$ cat src/rtl/rr_arbiter_8.sv
// Eight-requester round-robin arbiter with a registered grant index and hold-time limited ownership.
// The holder keeps the grant until it drops its request or, while others wait, MAX_HOLD cycles pass.
module rr_arbiter_8 #(
    parameter int MAX_HOLD = 8
) (
    input  logic       clk,
    input  logic       rst,
    input  logic [7:0] req,
    output logic [7:0] gnt,
    output logic [2:0] gnt_idx,
    output logic       gnt_valid,
    output logic [7:0] hold_cnt,
    output logic       preempt
);

    typedef enum logic {IDLE, BUSY} state_t;

    localparam logic [7:0] HOLD_LIM = 8'(MAX_HOLD - 1);

    state_t     state_q, state_d;
    logic [2:0] ptr_q, ptr_d;
    logic [2:0] idx_q, idx_d;
    logic [7:0] hold_q, hold_d;
    logic       preempt_q, preempt_d;
    logic [7:0] others;

    // First set bit of v scanning upward from p with wrap-around; only meaningful when v != 0.
    function automatic logic [2:0] pick(input logic [7:0] v, input logic [2:0] p);
        logic [2:0] r;
        logic [2:0] k;
        logic       found;
        r     = p;
        found = 1'b0;
        for (int i = 0; i < 8; i++) begin
            k = p + 3'(i);
            if (!found && v[k]) begin
                r     = k;
                found = 1'b1;
            end
        end
        return r;
    endfunction

    always_comb begin
        state_d   = state_q;
        ptr_d     = ptr_q;
        idx_d     = idx_q;
        hold_d    = hold_q;
        preempt_d = 1'b0;
        others    = req & ~(8'd1 << idx_q);
        case (state_q)
            IDLE: begin
                if (req != 8'd0) begin
                    state_d = BUSY;
                    idx_d   = pick(req, ptr_q);
                    ptr_d   = pick(req, ptr_q) + 3'd1;
                    hold_d  = 8'd0;
                end
            end
            BUSY: begin
                if (!req[idx_q]) begin
                    if (others != 8'd0) begin
                        idx_d  = pick(others, ptr_q);
                        ptr_d  = pick(others, ptr_q) + 3'd1;
                        hold_d = 8'd0;
                    end else begin
                        state_d = IDLE;
                        idx_d   = 3'd0;
                        hold_d  = 8'd0;
                    end
                end else if (hold_q == HOLD_LIM && others != 8'd0) begin
                    // Hold limit reached with others waiting: forced rotation.
                    idx_d     = pick(others, ptr_q);
                    ptr_d     = pick(others, ptr_q) + 3'd1;
                    hold_d    = 8'd0;
                    preempt_d = 1'b1;
                end else if (hold_q != HOLD_LIM) begin
                    hold_d = hold_q + 8'd1;
                end
            end
            default: begin
                state_d = IDLE;
                idx_d   = 3'd0;
                hold_d  = 8'd0;
            end
        endcase
    end

    always_ff @(posedge clk) begin
        if (rst) begin
            state_q   <= IDLE;
            ptr_q     <= 3'd0;
            idx_q     <= 3'd0;
            hold_q    <= 8'd0;
            preempt_q <= 1'b0;
        end else begin
            state_q   <= state_d;
            ptr_q     <= ptr_d;
            idx_q     <= idx_d;
            hold_q    <= hold_d;
            preempt_q <= preempt_d;
        end
    end

    assign gnt_valid = (state_q == BUSY);
    assign gnt_idx   = idx_q;
    assign gnt       = gnt_valid ? (8'd1 << idx_q) : 8'd0;
    assign hold_cnt  = hold_q;
    assign preempt   = preempt_q;

endmodule

$ cat config.mk
export PLATFORM = sky130hd
export DESIGN_NAME = rr_arbiter_8
export DESIGN_NICKNAME = d
export VERILOG_FILES = /design/src/rtl/rr_arbiter_8.sv
export SDC_FILE = /design/constraint.sdc
export NUM_CORES = 1
export LEC_CHECK = 0
export BUFFER_PORTS_ARGS = -buffer_cell sky130_fd_sc_hd__buf_2
export CAP_MARGIN = 20
export CORE_ASPECT_RATIO = 1.75
export CORE_UTILIZATION = 30
export CTS_CLUSTER_SIZE = 14
export DETAILED_ROUTE_END_ITERATION = 6
export SLEW_MARGIN = 40
export SYNTH_ARGS = -nofsm -noshare
export SYNTH_HDL_FRONTEND = slang
export SYNTH_SLANG_ARGS = --single-unit
$ cat constraint.sdc
create_clock -name clk -period 11 [get_ports clk]
set_input_delay 0 -clock clk [delete_from_list [all_inputs] [get_ports clk]]
set_output_delay 0 -clock clk [all_outputs]
set_load 0.005 [all_outputs]
# After elaboration in Yosys (flattened, before gate mapping)
# Cells that the tools add are included.
[totals] output_inout_bits=21 regBits=16 input_bits=10 elab_cells=243
[classes] muxes=158 add_sub_neg=11 bitwise_logic=4 n_eq_ne=6 n_reduce_logical=49 shift=1 magnitude_cmp=9
[ops] op="3-bit 2-to-1 mux" count=35
[ops] op="1-bit 2-to-1 mux" count=97
[ops] op="1-bit binary-select mux with 3-bit select" count=17
[ops] op="8-bit 2-to-1 mux" count=5
[ops] op="3-bit by 4-bit less-than comparator with 1-bit output (second input constant)" count=9
[ops] op="1-bit logical AND" count=22
[ops] op="1-bit logical NOT" count=21
[ops] op="8-bit one-hot mux with 2 select lines" count=1
[ops] op="8-bit nonzero test" count=2
[ops] op="3-bit by 1-bit adder with 3-bit output (second input constant)" count=4
[ops] op="3-bit adder (second input constant)" count=4
[ops] op="3-bit one-hot mux with 2 select lines" count=2
[ops] op="8-bit by 1-bit adder with 8-bit output (second input constant)" count=1
[ops] op="8-bit bitwise AND" count=1
[ops] op="8-bit by 3-bit == test with 1-bit output (second input constant)" count=1
[ops] op="8-bit by 3-bit != test with 1-bit output (second input constant)" count=1
[ops] op="8-bit inverter" count=1
[ops] op="1-bit by 3-bit << shifter with 8-bit output (first input constant)" count=1
[ops] op="3-bit by 2-bit adder with 3-bit output (second input constant)" count=2
[ops] op="4-bit by 2-bit != test with 1-bit output (second input constant)" count=1
[ops] op="2-bit AND reduction" count=2
[ops] op="3-bit by 1-bit != test with 1-bit output (second input constant)" count=1
[ops] op="3-bit by 2-bit != test with 1-bit output (second input constant)" count=1
[ops] op="3-bit AND reduction" count=1
[ops] op="other kinds (4)" count=5

# Longest topological paths before layout
# Gate-level depths: netlist of run 1.
[logic_depth] ltp_word=55 depth_mapped=17 ltp_nobuf=14

# Least setup slack after synthesis of run 1
# OpenSTA, ideal clock, no wires.
[synth_path] path_kind="register -> register" startpoint="register ptr_q[1]" endpoint="register ptr_q[2]" t_required_ps=10937 path_slack_ps=7117 period_less_slack_ps=3883 path_stages_with_launch=17 arrival_ps=3820 path_cell_list="dfxtp_1 buf_1 inv_2 ha_1 buf_2 buf_2 mux4_2 nor3b_1 o2111ai_1 nor2_1 a221o_1 a31oi_1 mux2i_1 ha_1 nor3_1 nand4_1 nand3_1"
[synth_via] elab_chain_len=52 elab_cells_between_ends=194 classes_between="add/sub (10); mux (142); reduce/logical (42)"
[synth_lines] element="from (decl)" line="21" rtl="logic [2:0] ptr_q, ptr_d;"
[synth_lines] element="from (signal assigned)" line="98" rtl="ptr_q <= ptr_d;"
[synth_lines] element="1-bit binary-select mux with 3-bit select" line="36" rtl="if (!found && v[k]) begin"
[synth_lines] element="1-bit 2-to-1 mux (not written as such)" line="36"
[synth_lines] element="1-bit 2-to-1 mux" line="36"
[synth_lines] element="1-bit 2-to-1 mux, on equally long branches" line="62, 71"
[synth_lines] element="1-bit 2-to-1 mux" line="61" rtl="if (!req[idx_q]) begin"
[synth_lines] element="1-bit 2-to-1 mux" line="51" rtl="case (state_q)"
[synth_lines] element="1-bit logical NOT" line="36"
[synth_lines] element="1-bit logical AND" line="36"
[synth_lines] element="(+36 left out)"
[synth_lines] element="3-bit 2-to-1 mux" line="36"
[synth_lines] element="3-bit 2-to-1 mux, on equally long branches" line="62, 71"
[synth_lines] element="3-bit 2-to-1 mux" line="61"
[synth_lines] element="3-bit 2-to-1 mux" line="51"
[synth_lines] element="3-bit by 1-bit adder with 3-bit output, on equally long branches" line="64, 74"
[synth_lines] element="3-bit 2-to-1 mux, on equally long branches" line="62, 71"
[synth_lines] element="3-bit 2-to-1 mux" line="61"
[synth_lines] element="3-bit one-hot mux with 2 select lines (*)" line="51"
# Every way passes the cells marked *; elsewhere a longest branch is shown, timed or not. The select of a mux whose other input is x is not followed.
# A chain may end at the register's enable or synchronous reset.

# Final worst setup path of run 1
# Ends and elaborated chain as after synthesis.

==> results of run 1 <==
-- cell usage after synthesis (all sizes together), types with 2 or more instances --
| library cell | instances |
|---|---|
| nor2 | 32 |
| mux4 | 23 |
| nand2 | 22 |
| mux2i | 20 |
| dfxtp | 16 |
| o21ai | 15 |
| buf | 14 |
| nor3 | 13 |
| a21oi | 12 |
| clkbuf | 11 |
| mux2 | 11 |
| inv | 10 |
| xor2 | 9 |
| a31oi | 8 |
| nand3 | 8 |
| nand2b | 7 |
| a32oi | 6 |
| nand4 | 6 |
| o211ai | 6 |
| xnor2 | 6 |
| a21boi | 4 |
| ha | 4 |
| o21a | 4 |
| or3 | 4 |
| a221oi | 3 |
| a311oi | 3 |
| and2 | 3 |
| nor2b | 3 |
| nor4 | 3 |
| o2111ai | 3 |
| a211oi | 2 |
| a21o | 2 |
| a22oi | 2 |
| a32o | 2 |
| and3 | 2 |
| nand3b | 2 |
| nor3b | 2 |
| o211a | 2 |
| o32a | 2 |
-- per-layer routing --
layer  vias up  track usage (%)
met4         0             15.1
li1       1284                -
met2       112             36.4
met1      1317             18.2
met5         -                0
met3        45             1.49
-- critical path: stages (launching register included) --
cell and delay, ns:
sky130_fd_sc_hd__dfxtp_2 0.63, sky130_fd_sc_hd__inv_2 0.23, sky130_fd_sc_hd__ha_2 0.72, sky130_fd_sc_hd__mux2i_1 0.17
sky130_fd_sc_hd__mux4_2 0.51, sky130_fd_sc_hd__a22oi_2 0.37, sky130_fd_sc_hd__nor3_1 0.16, sky130_fd_sc_hd__a221o_1 0.37
sky130_fd_sc_hd__a31oi_1 0.23, sky130_fd_sc_hd__mux2i_1 0.12, sky130_fd_sc_hd__ha_1 0.21, sky130_fd_sc_hd__nor3_1 0.26
sky130_fd_sc_hd__nand4_1 0.12, sky130_fd_sc_hd__nand3_1 0.11
-- per-stage QoR --
step	setup slack, ns	instances	hold WS [ns]
6_report	6.72	448	0.117
2_1_floorplan	7.12	320	0.0721
5_1_grt	6.39	448	0.141
3_3_place_gp	6.31	444	0.368
3_5_place_dp	6.20	444	0.370
4_1_cts	6.15	448	0.114
-- power breakdown --
group | internal, uW | switching, uW | leakage [uW]
clock network | 55.3 | 23.0 | 0.0000442
registers | 68.7 | 35.5 | 0.000131
logic | 321 | 428 | 0.000926
-- area by class of cell --
cell class / instances / area [um2] / area share, %
repair buffers: 32 / 165 / 5.46
clock buffers: 4 / 88.8 / 2.94
inverters: 10 / 37.5 / 1.24
well taps: 117 / 146 / 4.84
flip-flops and latches: 16 / 322 / 10.6
multi-input cells: 269 / 2270 / 74.9
-- cell usage in the layout, fill, tap and decap left out, drive strengths merged, types with 7 or more instances in the layout --
| cell type | count |
|---|---|
| dfxtp | 16 |
| a31oi | 8 |
| nand2 | 22 |
| nor3 | 13 |
| a21oi | 12 |
| mux4 | 23 |
| mux2 | 11 |
| xor2 | 9 |
| nand3 | 8 |
| mux2i | 20 |
| nand2b | 7 |
| buf | 32 |
| inv | 10 |
| nor2 | 32 |
| o21ai | 15 |
-- registers in the layout, indices dropped and copies added, names as in the netlist --
signal,cells
gnt_idx,3
gnt_valid,1
ptr_q,3
hold_cnt,8
preempt,1
-- how the worst max path moves through the flow --
stage	endpoint	slack, ns	cells after the start
after global placement	ptr_q[2]$_SDFFE_PP0P_	6.31	13
after detailed placement	ptr_q[2]$_SDFFE_PP0P_	6.20	13
after floorplan	ptr_q[2]$_SDFFE_PP0P_	7.12	16
after global routing	ptr_q[2]$_SDFFE_PP0P_	6.39	13
final	ptr_q[2]$_SDFFE_PP0P_	6.72	13
after CTS	ptr_q[2]$_SDFFE_PP0P_	6.15	13
-- logic make-up (layout without fill, tap and decap cells) --
group / count (synthesis) / count (layout) / synth area share, %
adder cells (fa/ha/maj): 4 / 4 / 1.83
XOR/XNOR: 15 / 15 / 5.34
AO/OA/AOI/OAI: 87 / 87 / 23.2
flip-flops: 16 / 16 / 11.7
AND/OR/NAND/NOR: 109 / 109 / 19.8
multiplexers: 54 / 54 / 31.7
buffers and inverters: 35 / 46 / 6.35
==> PnR_summary.wiki, run 1 <==
{| class="wikitable"
! Metric !! Value
|-
| Clock input transition at the sequential cells of the worst setup and hold paths || 0.05 ns
|-
| Clock Latency Late Sink || 0.25 ns
|-
| Sort of element at the start of the critical path || flip-flop
|-
| Gate count after technology mapping || 320
|-
| Post-cts resize count || 0
|-
| Final number of hold-violating endpoints || 0
|-
| Number of detailed-route iterations in the first pass || 4
|-
| Count of boundary I/O pins || 31
|-
| Worst Setup SP || ptr_q[1]$_SDFFE_PP0P_
|-
| Proportion of layout cells with a drive suffix above 1 || 25.7%
|-
| Final core utilization || 34.4%
|-
| Power density of the placed cells || 308 mW/mm2
|-
| Synth Cell Area || 0.00274 mm2
|-
| Post-DP HPWL || 6880 um
|-
| Number of violations of the max-capacitance limit || 0
|-
| Worst-case clock skew || 0.00218 ns
|-
| RSZ-0062 raised after global routing || no
|-
| Global-route wire length before repair || 14100 um
|-
| Slew HR || 47.9%
|-
| Largest net degree at the start of global routing || 24
|-
| Gp weighted congestion || 0.916
|-
| H-tree Lvls || 1
|-
| Syn. warnings || 0
|-
| Vias in the first global route || 2795
|-
| Total count of max-transition violations in the final report || 0
|-
| Initial antenna violation count || 0
|-
| Worst-case hold path end point || hold_cnt[0]$_SDFFE_PP0P_
|-
| Total overflow reported by the global router || 0
|-
| Count of antenna diodes in the layout || 0
|-
| Time the worst path needs with I/O delays and setup || 4.28 ns
|-
| Area of the core region || 0.00878 mm2
|-
| Proportion of netlist area held by the largest area contributor || 18.1%
|-
| Clock tree from TritonCTS || built
|-
| Endpoint kind of the worst setup timing path || flip-flop
|-
| Longest Clk Path Bufs || 2
|-
| Number of distinct library cells after synthesis || 68
|-
| Peak Freq || 234 MHz
|-
| Overall routing resource usage || 19.3%
|-
| Avg Synthesized Cell Area || 8.56 um2
|-
| Worst R2R Setup Slack || 6.72 ns
|-
| Worst reg2reg path startpoint || ptr_q[1]$_SDFFE_PP0P_
|-
| Cell area after layout || 0.00303 mm2
|-
| Final ANT Viol Nets || 0
|-
| Worst endpoint data arrival time || 4.46 ns
|-
| Row count || 45
|-
| Number of cells on the worst hold path || 2
|-
| Width of the die || 74.2 um
|-
| Count of input and output buffers || 30
|-
| Final routed DRC violation total || 0
|-
| Count of state elements after synthesis || 16
|-
| Final Cycle Share || 38.9%
|-
| Total via count in the routed design || 2758
|-
| Metal3 WL || 313 um
|-
| Post-synthesis to final-layout area growth || 10.4%
|-
| Instance area at placement || 0.00292 mm2
|-
| Filler Cells Inserted || 950
|-
| Sequential element share of the synthesized area || 11.7%
|-
| Setup_tns || 0 ns
|-
| Number of buffers added by the clock tree synthesis step || 3
|-
| VDD IR-drop max || 0.154 mV
|-
| Setup repair bufs after CTS || 0
|-
| Biggest area contributors in the synthesized netlist || sky130_fd_sc_hd__mux4_2, sky130_fd_sc_hd__dfxtp_1, sky130_fd_sc_hd__mux2i_1
|-
| Routed wire length per instance || 19.6 um
|-
| Post-synth top area cell || sky130_fd_sc_hd__mux4_2
|-
| Result of the run || completed
|-
| Share of async-settable or async-resettable flops after synthesis || 0%
|-
| Initial detailed-routing violation count || 133
|-
| Slew of the pin with the lowest slew margin || 0.774 ns
|-
| Hold buffers post-CTS || 0
|-
| Source of the worst hold timing path || rst
|-
| Worst EP required || 11.19 ns
|-
| Starting density of the core || 31.2%
|-
| Synth Flop Type || sky130_fd_sc_hd__dfxtp_1
|-
| Reg2Reg Capture Point || ptr_q[2]$_SDFFE_PP0P_
|-
| Total leakage power || 0.00110 uW
|-
| Start-to-end type of the worst setup path || reg -> reg
|-
| Max layer used || met4
|-
| Routed wire length || 8800 um
|-
| Post-Syn Nets || 334
|-
| Floorplan die height || 128 um
|-
| Peak fanout along the critical path || 23
|-
| Reg2Reg Depth || 13
|-
| Area of the die || 0.00953 mm2
|-
| Clock sink total || 16
|-
| Number of enable flip-flop cells after synthesis || 0
|-
| DR vias/cell || 6.16
|-
| Number of setup violations in the final report || 0
|-
| Total routed wire length on the met1 layer || 2970 um
|-
| Overall power after layout || 932 uW
|-
| Worst min-delay path category || in -> reg
|-
| Number of nets in the layout || 346
|-
| Clock tree root buffer cell || sky130_fd_sc_hd__clkbuf_16
|-
| Routed wire length on met2 || 4870 um
|}
(Power assumes the default switching activity.)
==> run 2: changes to the inputs <==
--- a/config.mk
+++ b/config.mk
@@ -5,6 +5,7 @@
 export SDC_FILE = /design/constraint.sdc
 export NUM_CORES = 1
 export LEC_CHECK = 0
+export ABC_AREA = 1
 export BUFFER_PORTS_ARGS = -buffer_cell sky130_fd_sc_hd__buf_2
 export CAP_MARGIN = 20
 export CORE_ASPECT_RATIO = 1.75
==> constraint.sdc (replaced) <==
create_clock -name clk -period 3.9 [get_ports clk]
set_input_delay 0 -clock clk [delete_from_list [all_inputs] [get_ports clk]]
set_output_delay 0 -clock clk [all_outputs]
set_load 0.005 [all_outputs]
==> run 2 against run 1 <==
  * Cell area down 13%
  * Utilization up 0.69 points
  * Clock-buffer cell count unchanged
  * Clock skew about the same
  * Critical path type unchanged
  * Largest cell class unchanged
  * Largest power group unchanged
==> PnR_summary.wiki, run 2 <==
{| class="wikitable"
! Metric !! Value
|-
| Count of input and output buffers || 30 (unchanged)
|-
| Routed wire length || 7300 um (was 8800 um)
|-
| Worst EP required || 4.01 ns (was 11.19 ns)
|-
| Floorplan die height || 118 um (was 128 um)
|-
| Routed wire length per instance || 13.8 um (was 19.6 um)
|-
| VDD IR-drop max || 0.359 mV (was 0.154 mV)
|-
| Setup repair bufs after CTS || 0 (unchanged)
|-
| Total via count in the routed design || 2758 (unchanged)
|-
| RSZ-0062 raised after global routing || no (unchanged)
|-
| Global-route wire length before repair || 12100 um (was 14100 um)
|-
| Syn. warnings || 0 (unchanged)
|-
| Total overflow reported by the global router || 0 (unchanged)
|-
| Row count || 42 (was 45)
|-
| DR vias/cell || 5.20 (was 6.16)
|-
| Clock sink total || 16 (unchanged)
|-
| Post-synthesis to final-layout area growth || 13.7% (was 10.4%)
|-
| Synth Cell Area || 0.00232 mm2 (was 0.00274 mm2)
|-
| Peak fanout along the critical path || 11 (was 23)
|-
| Slew of the pin with the lowest slew margin || 0.639 ns (was 0.774 ns)
|-
| Worst min-delay path category || in -> reg (unchanged)
|-
| Count of state elements after synthesis || 16 (unchanged)
|-
| Vias in the first global route || 2587 (was 2795)
|-
| Final ANT Viol Nets || 0 (unchanged)
|-
| Total leakage power || 0.00134 uW (was 0.00110 uW)
|-
| Sort of element at the start of the critical path || flip-flop (unchanged)
|-
| Gp weighted congestion || 0.969 (was 0.916)
|-
| Number of nets in the layout || 457 (was 346)
|-
| Number of violations of the max-capacitance limit || 0 (unchanged)
|-
| H-tree Lvls || 1 (unchanged)
|-
| Sequential element share of the synthesized area || 13.8% (was 11.7%)
|-
| Commonest non-fill, non-tap cells in the layout || sky130_fd_sc_hd__nand2_1, sky130_fd_sc_hd__nand3_1, sky130_fd_sc_hd__inv_1, sky130_fd_sc_hd__nor2_1, sky130_fd_sc_hd__buf_2 (was sky130_fd_sc_hd__nor2_1, sky130_fd_sc_hd__buf_2, sky130_fd_sc_hd__mux4_2, sky130_fd_sc_hd__nand2_1, sky130_fd_sc_hd__mux2i_1)
|-
| Result of the run || completed (unchanged)
|-
| Largest net degree at the start of global routing || 21 (was 24)
|-
| Instance area at placement || 0.00255 mm2 (was 0.00292 mm2)
|-
| Proportion of layout cells with a drive suffix above 1 || 17.6% (was 25.7%)
|-
| Clock tree root buffer cell || sky130_fd_sc_hd__clkbuf_16 (unchanged)
|-
| Number of enable flip-flop cells after synthesis || 0 (unchanged)
|-
| Number of flip-flops in the largest register || 8 (unchanged)
|-
| Endpoint kind of the worst setup timing path || flip-flop (unchanged)
|-
| Area of the die || 0.00811 mm2 (was 0.00953 mm2)
|-
| Post-DP HPWL || 6110 um (was 6880 um)
|-
| Number of buffers added by the clock tree synthesis step || 3 (unchanged)
|-
| Initial antenna violation count || 0 (unchanged)
|-
| Post-synth top area cell || sky130_fd_sc_hd__nand2_1 (was sky130_fd_sc_hd__mux4_2)
|-
| Gate count after technology mapping || 414 (was 320)
|-
| Biggest area contributors in the synthesized netlist || sky130_fd_sc_hd__nand2_1, sky130_fd_sc_hd__nand3_1, sky130_fd_sc_hd__dfxtp_1 (was sky130_fd_sc_hd__mux4_2, sky130_fd_sc_hd__dfxtp_1, sky130_fd_sc_hd__mux2i_1)
|-
| Worst-case clock skew || 0.00180 ns (was 0.00218 ns)
|-
| Initial detailed-routing violation count || 131 (was 133)
|-
| Peak Freq || 302 MHz (was 234 MHz)
|-
| Filler Cells Inserted || 851 (was 950)
|-
| Final Cycle Share || 84.8% (was 38.9%)
|-
| Starting density of the core || 30.9% (was 31.2%)
|-
| Share of total power in the clock network || 8.4% (about the same)
|-
| Avg Synthesized Cell Area || 5.61 um2 (was 8.56 um2)
|-
| Start-to-end type of the worst setup path || reg -> reg (unchanged)
|-
| Cell area after layout || 0.00264 mm2 (was 0.00303 mm2)
|-
| Total count of max-transition violations in the final report || 0 (unchanged)
|-
| Synth Flop Type || sky130_fd_sc_hd__dfxtp_1 (unchanged)
|-
| Setup_tns || 0 ns (unchanged)
|-
| Hold buffers post-CTS || 0 (unchanged)
|-
| Count of antenna diodes in the layout || 0 (unchanged)
|-
| Net switching share of the total power || 59.6% (was 52.2%)
|-
| Clock Latency Late Sink || 0.24 ns (was 0.25 ns)
|-
| Share of async-settable or async-resettable flops after synthesis || 0% (unchanged)
|-
| Worst endpoint data arrival time || 3.42 ns (was 4.46 ns)
|-
| Area of the core region || 0.00751 mm2 (was 0.00878 mm2)
|-
| Int Power || 1060 uW (was 445 uW)
|-
| Final number of hold-violating endpoints || 0 (unchanged)
|-
| Share of power burned in combinational logic || 81.1% (was 80.4%)
|-
| Switching pwr || 1560 uW (was 487 uW)
|-
| Number of detailed-route iterations in the first pass || 5 (was 4)
|-
| Count of boundary I/O pins || 31 (unchanged)
|-
| Longest Clk Path Bufs || 2 (unchanged)
|-
| Width of the die || 68.5 um (was 74.2 um)
|-
| Portion of total power attributed to sequential cells || 10.5% (was 11.2%)
|-
| Power density of the placed cells || 991 mW/mm2 (was 308 mW/mm2)
|-
| Clock input transition at the sequential cells of the worst setup and hold paths || 0.05 ns (about the same)
|-
| Number of setup violations in the final report || 0 (unchanged)
|-
| Most common cell in the synthesized netlist || sky130_fd_sc_hd__nand2_1 (was sky130_fd_sc_hd__nor2_1)
|-
| Number of distinct library cells after synthesis || 42 (was 68)
|-
| Post-cts resize count || 0 (unchanged)
|-
| Slew HR || 57.3% (was 47.9%)
|-
| Final routed DRC violation total || 0 (unchanged)
|-
| Most common cell after layout, fill and taps aside || sky130_fd_sc_hd__nand2_1 (was sky130_fd_sc_hd__nor2_1)
|-
| Final core utilization || 35.1% (was 34.4%)
|-
| Time the worst path needs with I/O delays and setup || 3.31 ns (was 4.28 ns)
|-
| Clock tree from TritonCTS || built (unchanged)
|-
| Proportion of netlist area held by the largest area contributor || 19.7% (was 18.1%)
|-
| Overall routing resource usage || 19.2% (was 19.3%)
|-
| Leading post-synthesis cells by instance count || sky130_fd_sc_hd__nand2_1, sky130_fd_sc_hd__nand3_1, sky130_fd_sc_hd__inv_1 (was sky130_fd_sc_hd__nor2_1, sky130_fd_sc_hd__mux4_2, sky130_fd_sc_hd__nand2_1)
|-
| Post-Syn Nets || 428 (was 334)
|}
-- run 2: changes by cell type in the layout (fill, tap and decap cells not counted), moves of 7 or more --
cell / before / now
sky130_fd_sc_hd__nand2b_1: 7 / 0
sky130_fd_sc_hd__nor3_1: 13 / 5
sky130_fd_sc_hd__mux2_2: 7 / 0
sky130_fd_sc_hd__mux4_2: 22 / 0
sky130_fd_sc_hd__nand3_1: 8 / 66
sky130_fd_sc_hd__nand2_1: 21 / 122
sky130_fd_sc_hd__mux2i_1: 19 / 0
sky130_fd_sc_hd__nand3_2: 0 / 7
sky130_fd_sc_hd__o21ai_0: 9 / 17
sky130_fd_sc_hd__inv_1: 7 / 46
-- run 2: layout make-up --
cell class | instances | area (um2) | share of cell area (%)
clock buffer | 4 | 88.8 | 3.36
inverter | 57 | 214 | 8.10
multi-input combinational | 331 | 1730 | 65.4
sequential | 16 | 320 | 12.1
tap | 88 | 110 | 4.17
timing repair buffer | 34 | 180 | 6.82
-- run 2: power by group through the flow --
stage | Clock [uW] | Combinational [uW] | Sequential [uW]
2_1_floorplan | 0 | 1700 | 231
3_3_place_gp | 0 | 2100 | 278
3_5_place_dp | 0 | 2120 | 279
4_1_cts | 220 | 2120 | 276
5_1_grt | 229 | 2400 | 284
6_report | 219 | 2120 | 274
-- run 2: final timing paths --
check,startpoint,endpoint,slack (ns),cells after the start
setup / recovery,ptr_q[0]$_SDFFE_PP0P_,ptr_q[1]$_SDFFE_PP0P_,0.59,17
hold / removal,rst,hold_cnt[1]$_SDFFE_PP0P_,0.02,2
setup reg to reg,ptr_q[0]$_SDFFE_PP0P_,ptr_q[1]$_SDFFE_PP0P_,0.59,17
hold reg to reg,hold_cnt[1]$_SDFFE_PP0P_,hold_cnt[1]$_SDFFE_PP0P_,0.50,2
-- run 2: stage by stage --
stage	setup slack (ns)	power [uW]	hold slack [ns]	cells
final	0.591	2620	0.0207	530
after global routing	0.243	2920	0.0294	530
after CTS	0.612	2620	0.0321	530
after detailed placement	0.628	2400	0.288	526
after global placement	0.734	2380	0.275	526
after floorplan	0.849	1930	0.0691	414
-- run 2: critical path, cell delays in order (launching register included) --
cell                      delay, ns
sky130_fd_sc_hd__dfxtp_1       0.48
sky130_fd_sc_hd__inv_2         0.15
sky130_fd_sc_hd__ha_1          0.33
sky130_fd_sc_hd__inv_1         0.26
sky130_fd_sc_hd__nand3_1       0.15
sky130_fd_sc_hd__nand2_1       0.09
sky130_fd_sc_hd__nor2_1        0.04
sky130_fd_sc_hd__nor2_1        0.18
sky130_fd_sc_hd__nand4_2       0.18
sky130_fd_sc_hd__nor2_1        0.22
sky130_fd_sc_hd__inv_1         0.10
sky130_fd_sc_hd__nand4_2       0.13
sky130_fd_sc_hd__xor2_2        0.16
sky130_fd_sc_hd__inv_1         0.05
sky130_fd_sc_hd__o21ai_0       0.17
sky130_fd_sc_hd__ha_1          0.27
sky130_fd_sc_hd__o21ai_0       0.17
sky130_fd_sc_hd__a21oi_1       0.05
-- run 2: kinds of logic after synthesis --
family	after synthesis	share of synthesized area, %
buf+inv	67	11.8
fa+ha+maj	4	2.16
compound gates	58	14.5
xor+xnor	5	3.34
simple gates	264	54.4
flops	16	13.8
-- run 2: layer usage --
layer / part of all wire [%] / up-vias / global-route usage [%]
met5: 0 / - / 0
met4: 3.7 / 0 / 6.90
met3: 3.5 / 18 / 1.06
met2: 55 / 82 / 36.3
met1: 38 / 1240 / 20.8
li1: - / 1418 / -
==> run 3: changes to the inputs <==
==> constraint.sdc (replaced) <==
create_clock -name clk -period 3.3 [get_ports clk]
set_input_delay 0 -clock clk [delete_from_list [all_inputs] [get_ports clk]]
set_output_delay 0 -clock clk [all_outputs]
set_load 0.005 [all_outputs]
==> run 3 against run 2 <==
  * Flip-flop and latch count is the same
  * Non-clock buffer count grew 12
  * Sequential power grew 9.9%
  * Total power grew 23%
  * Worst setup slack lost 0.36 ns
  * Critical path depth is the same
  * Via count grew 2.1%
  * Largest cell class unchanged
  * Largest power group unchanged
==> PnR_summary.wiki, run 3 (synthesized netlist as in run 2, its figures left out) <==
{| class="wikitable"
! Metric !! Value
|-
| Endpoint kind of the worst setup timing path || flip-flop (unchanged)
|-
| Share of total power in the clock network || 8.0% (was 8.4%)
|-
| Worst min-delay path category || in -> reg (unchanged)
|-
| Gp weighted congestion || 0.902 (was 0.969)
|-
| Initial antenna violation count || 0 (unchanged)
|-
| Count of antenna diodes in the layout || 0 (unchanged)
|-
| Worst endpoint data arrival time || 3.19 ns (was 3.42 ns)
|-
| Result of the run || completed (unchanged)
|-
| Setup_tns || 0 ns (unchanged)
|-
| Largest stage delay, worst path || 0.33 ns (was 0.48 ns)
|-
| Floorplan die height || 118 um (unchanged)
|-
| Area of the core region || 0.00751 mm2 (unchanged)
|-
| Clock tree root buffer cell || sky130_fd_sc_hd__clkbuf_16 (unchanged)
|-
| Power density of the placed cells || 1180 mW/mm2 (was 991 mW/mm2)
|-
| Share of power burned in combinational logic || 82.7% (was 81.1%)
|-
| Area of the die || 0.00811 mm2 (unchanged)
|-
| Count of input and output buffers || 30 (unchanged)
|-
| Int Power || 1340 uW (was 1060 uW)
|-
| Total overflow reported by the global router || 0 (unchanged)
|-
| Most common cell after layout, fill and taps aside || sky130_fd_sc_hd__nand2_1 (unchanged)
|-
| Post-DP HPWL || 6390 um (was 6110 um)
|-
| VDD IR-drop max || 0.488 mV (was 0.359 mV)
|-
| Vias in the first global route || 2683 (was 2587)
|-
| Peak Freq || 326 MHz (was 302 MHz)
|-
| Number of setup violations in the final report || 0 (unchanged)
|-
| Slew HR || 60.3% (was 57.3%)
|-
| H-tree Lvls || 1 (unchanged)
|-
| Number of buffers added by the clock tree synthesis step || 3 (unchanged)
|-
| Time the worst path needs with I/O delays and setup || 3.07 ns (was 3.31 ns)
|-
| Largest net degree at the start of global routing || 20 (was 21)
|-
| Net switching share of the total power || 58.5% (was 59.6%)
|-
| Number of detailed-route iterations in the first pass || 7 (was 5)
|-
| Worst-case clock skew || 0.00323 ns (was 0.00180 ns)
|-
| Row count || 42 (unchanged)
|-
| Clock Latency Late Sink || 0.24 ns (about the same)
|-
| Clock sink total || 16 (unchanged)
|-
| Count of boundary I/O pins || 31 (unchanged)
|-
| Switching pwr || 1890 uW (was 1560 uW)
|-
| Commonest non-fill, non-tap cells in the layout || sky130_fd_sc_hd__nand2_1, sky130_fd_sc_hd__nand3_1, sky130_fd_sc_hd__inv_1, sky130_fd_sc_hd__nor2_1, sky130_fd_sc_hd__buf_2 (unchanged)
|-
| Cell family with most CP delay || simple AND/OR/NAND/NOR gates (unchanged)
|-
| Final core utilization || 36.4% (was 35.1%)
|-
| Start-to-end type of the worst setup path || reg -> reg (unchanged)
|-
| Proportion of layout cells with a drive suffix above 1 || 20.5% (was 17.6%)
|-
| Final Cycle Share || 92.9% (was 84.8%)
|-
| Portion of total power attributed to sequential cells || 9.3% (was 10.5%)
|-
| Critical path buffers and inverters || 3 (was 4)
|-
| Slew of the pin with the lowest slew margin || 0.591 ns (was 0.639 ns)
|-
| Total count of max-transition violations in the final report || 0 (unchanged)
|-
| Routed wire length || 7610 um (was 7300 um)
|-
| Peak fanout along the critical path || 10 (was 11)
|-
| Final routed DRC violation total || 0 (unchanged)
|-
| Number of violations of the max-capacitance limit || 0 (unchanged)
|-
| Starting density of the core || 30.9% (unchanged)
|-
| Routed wire length per instance || 14.0 um (was 13.8 um)
|-
| Post-synthesis to final-layout area growth || 18.0% (was 13.7%)
|-
| Worst EP required || 3.43 ns (was 4.01 ns)
|-
| Number of nets in the layout || 469 (was 457)
|-
| Final number of hold-violating endpoints || 0 (unchanged)
|-
| Number of flip-flops in the largest register || 8 (unchanged)
|-
| Overall routing resource usage || 19.8% (was 19.2%)
|-
| Cell at the slowest stage of the critical path || sky130_fd_sc_hd__dfxtp_1 (unchanged)
|-
| Sort of element at the start of the critical path || flip-flop (unchanged)
|-
| Longest Clk Path Bufs || 2 (unchanged)
|-
| Global-route wire length before repair || 12200 um (was 12100 um)
|-
| Clock tree from TritonCTS || built (unchanged)
|-
| Total via count in the routed design || 2817 (was 2758)
|-
| Clock input transition at the sequential cells of the worst setup and hold paths || 0.05 ns (about the same)
|-
| Final ANT Viol Nets || 0 (unchanged)
|-
| Width of the die || 68.5 um (unchanged)
|-
| DR vias/cell || 5.20 (about the same)
|-
| Initial detailed-routing violation count || 100 (was 131)
|-
| Total leakage power || 0.00140 uW (was 0.00134 uW)
|-
| Cell breakdown of the critical path || buf_4 > ha_1 > xnor2_4 > inv_2 > nand3_1 > nand2_4 > nor2_8 > nand4_2 > nor2_4 > nand3_2 > nand4_2 > xor2_2 > inv_1 > o21ai_0 > ha_1 > o21ai_0 > a21oi_1 (was inv_2 > ha_1 > inv_1 > nand3_1 > nand2_1 > nor2_1 > nor2_1 > nand4_2 > nor2_1 > inv_1 > nand4_2 > xor2_2 > inv_1 > o21ai_0 > ha_1 > o21ai_0 > a21oi_1)
|}
-- run 3: power groups by stage --
stage / Sequential, uW / Clock [uW] / Combinational (uW)
after CTS: 301 / 262 / 2610
after floorplan: 273 / 0 / 2010
final: 301 / 258 / 2670
after detailed placement: 304 / 0 / 2600
after global placement: 302 / 0 / 2580
after global routing: 306 / 269 / 2990
-- run 3: metrics by stage --
step | hold WS, ns | worst slack, ns | instances | power (uW) | area, um2
finish | 0.0331 | 0.233 | 542 | 3230 | 2740
global route | 0.0368 | -0.00429 | 542 | 3570 | 2740
CTS | 0.0357 | 0.134 | 539 | 3180 | 2710
detailed placement | 0.286 | 0.154 | 535 | 2910 | 2620
global placement | 0.272 | 0.229 | 535 | 2890 | 2620
floorplan | 0.0691 | 0.249 | 414 | 2280 | 2320
-- run 3: path summary, 6_finish.rpt --
kind | slack (ns) | depth (start not counted) | start | to
min reg2reg | 0.51 | 2 | hold_cnt[3]$_SDFFE_PP0P_ | hold_cnt[3]$_SDFFE_PP0P_
min | 0.03 | 2 | rst | hold_cnt[1]$_SDFFE_PP0P_
max reg2reg | 0.23 | 17 | ptr_q[1]$_SDFFE_PP0P_ | ptr_q[1]$_SDFFE_PP0P_
max | 0.23 | 17 | ptr_q[1]$_SDFFE_PP0P_ | ptr_q[1]$_SDFFE_PP0P_
-- run 3: layout make-up --
cell class | count | area, um2
Fill cell | 826 | 4780
Sequential cell | 16 | 320
Inverter | 57 | 214
Multi-Input combinational cell | 331 | 1730
Tap cell | 88 | 110
Timing Repair Buffer | 46 | 270
Clock buffer | 4 | 88.8
-- run 3: per-layer routing --
layer  track usage (%)  vias up  wire length [um]  share of wire, %
li1                  -     1436                 -                 -
met2              36.2      102              4080                54
met3              1.35       33               275               3.6
met5                 0        -                 0                 0
met4              12.2        0               508               6.7
met1              20.2     1246              2740                36
-- run 3: worst reg2reg max path: cells and delay by family (launching register included) --
family / cells / cell delay [ns]
AO/OA/AOI/OAI: 3 / 0.37
buffers and inverters: 3 / 0.34
flip-flops: 1 / 0.33
adder cells (fa/ha/maj): 2 / 0.52
AND/OR/NAND/NOR: 7 / 0.95
XOR/XNOR: 2 / 0.45
-- run 3: repair_timing --
item                                    in CTS  in global routing
gates resized for setup                      0                  3
setup buffers                                0                  3
endpoints found under the setup margin       0                  2
hold buffers                                 0                  0
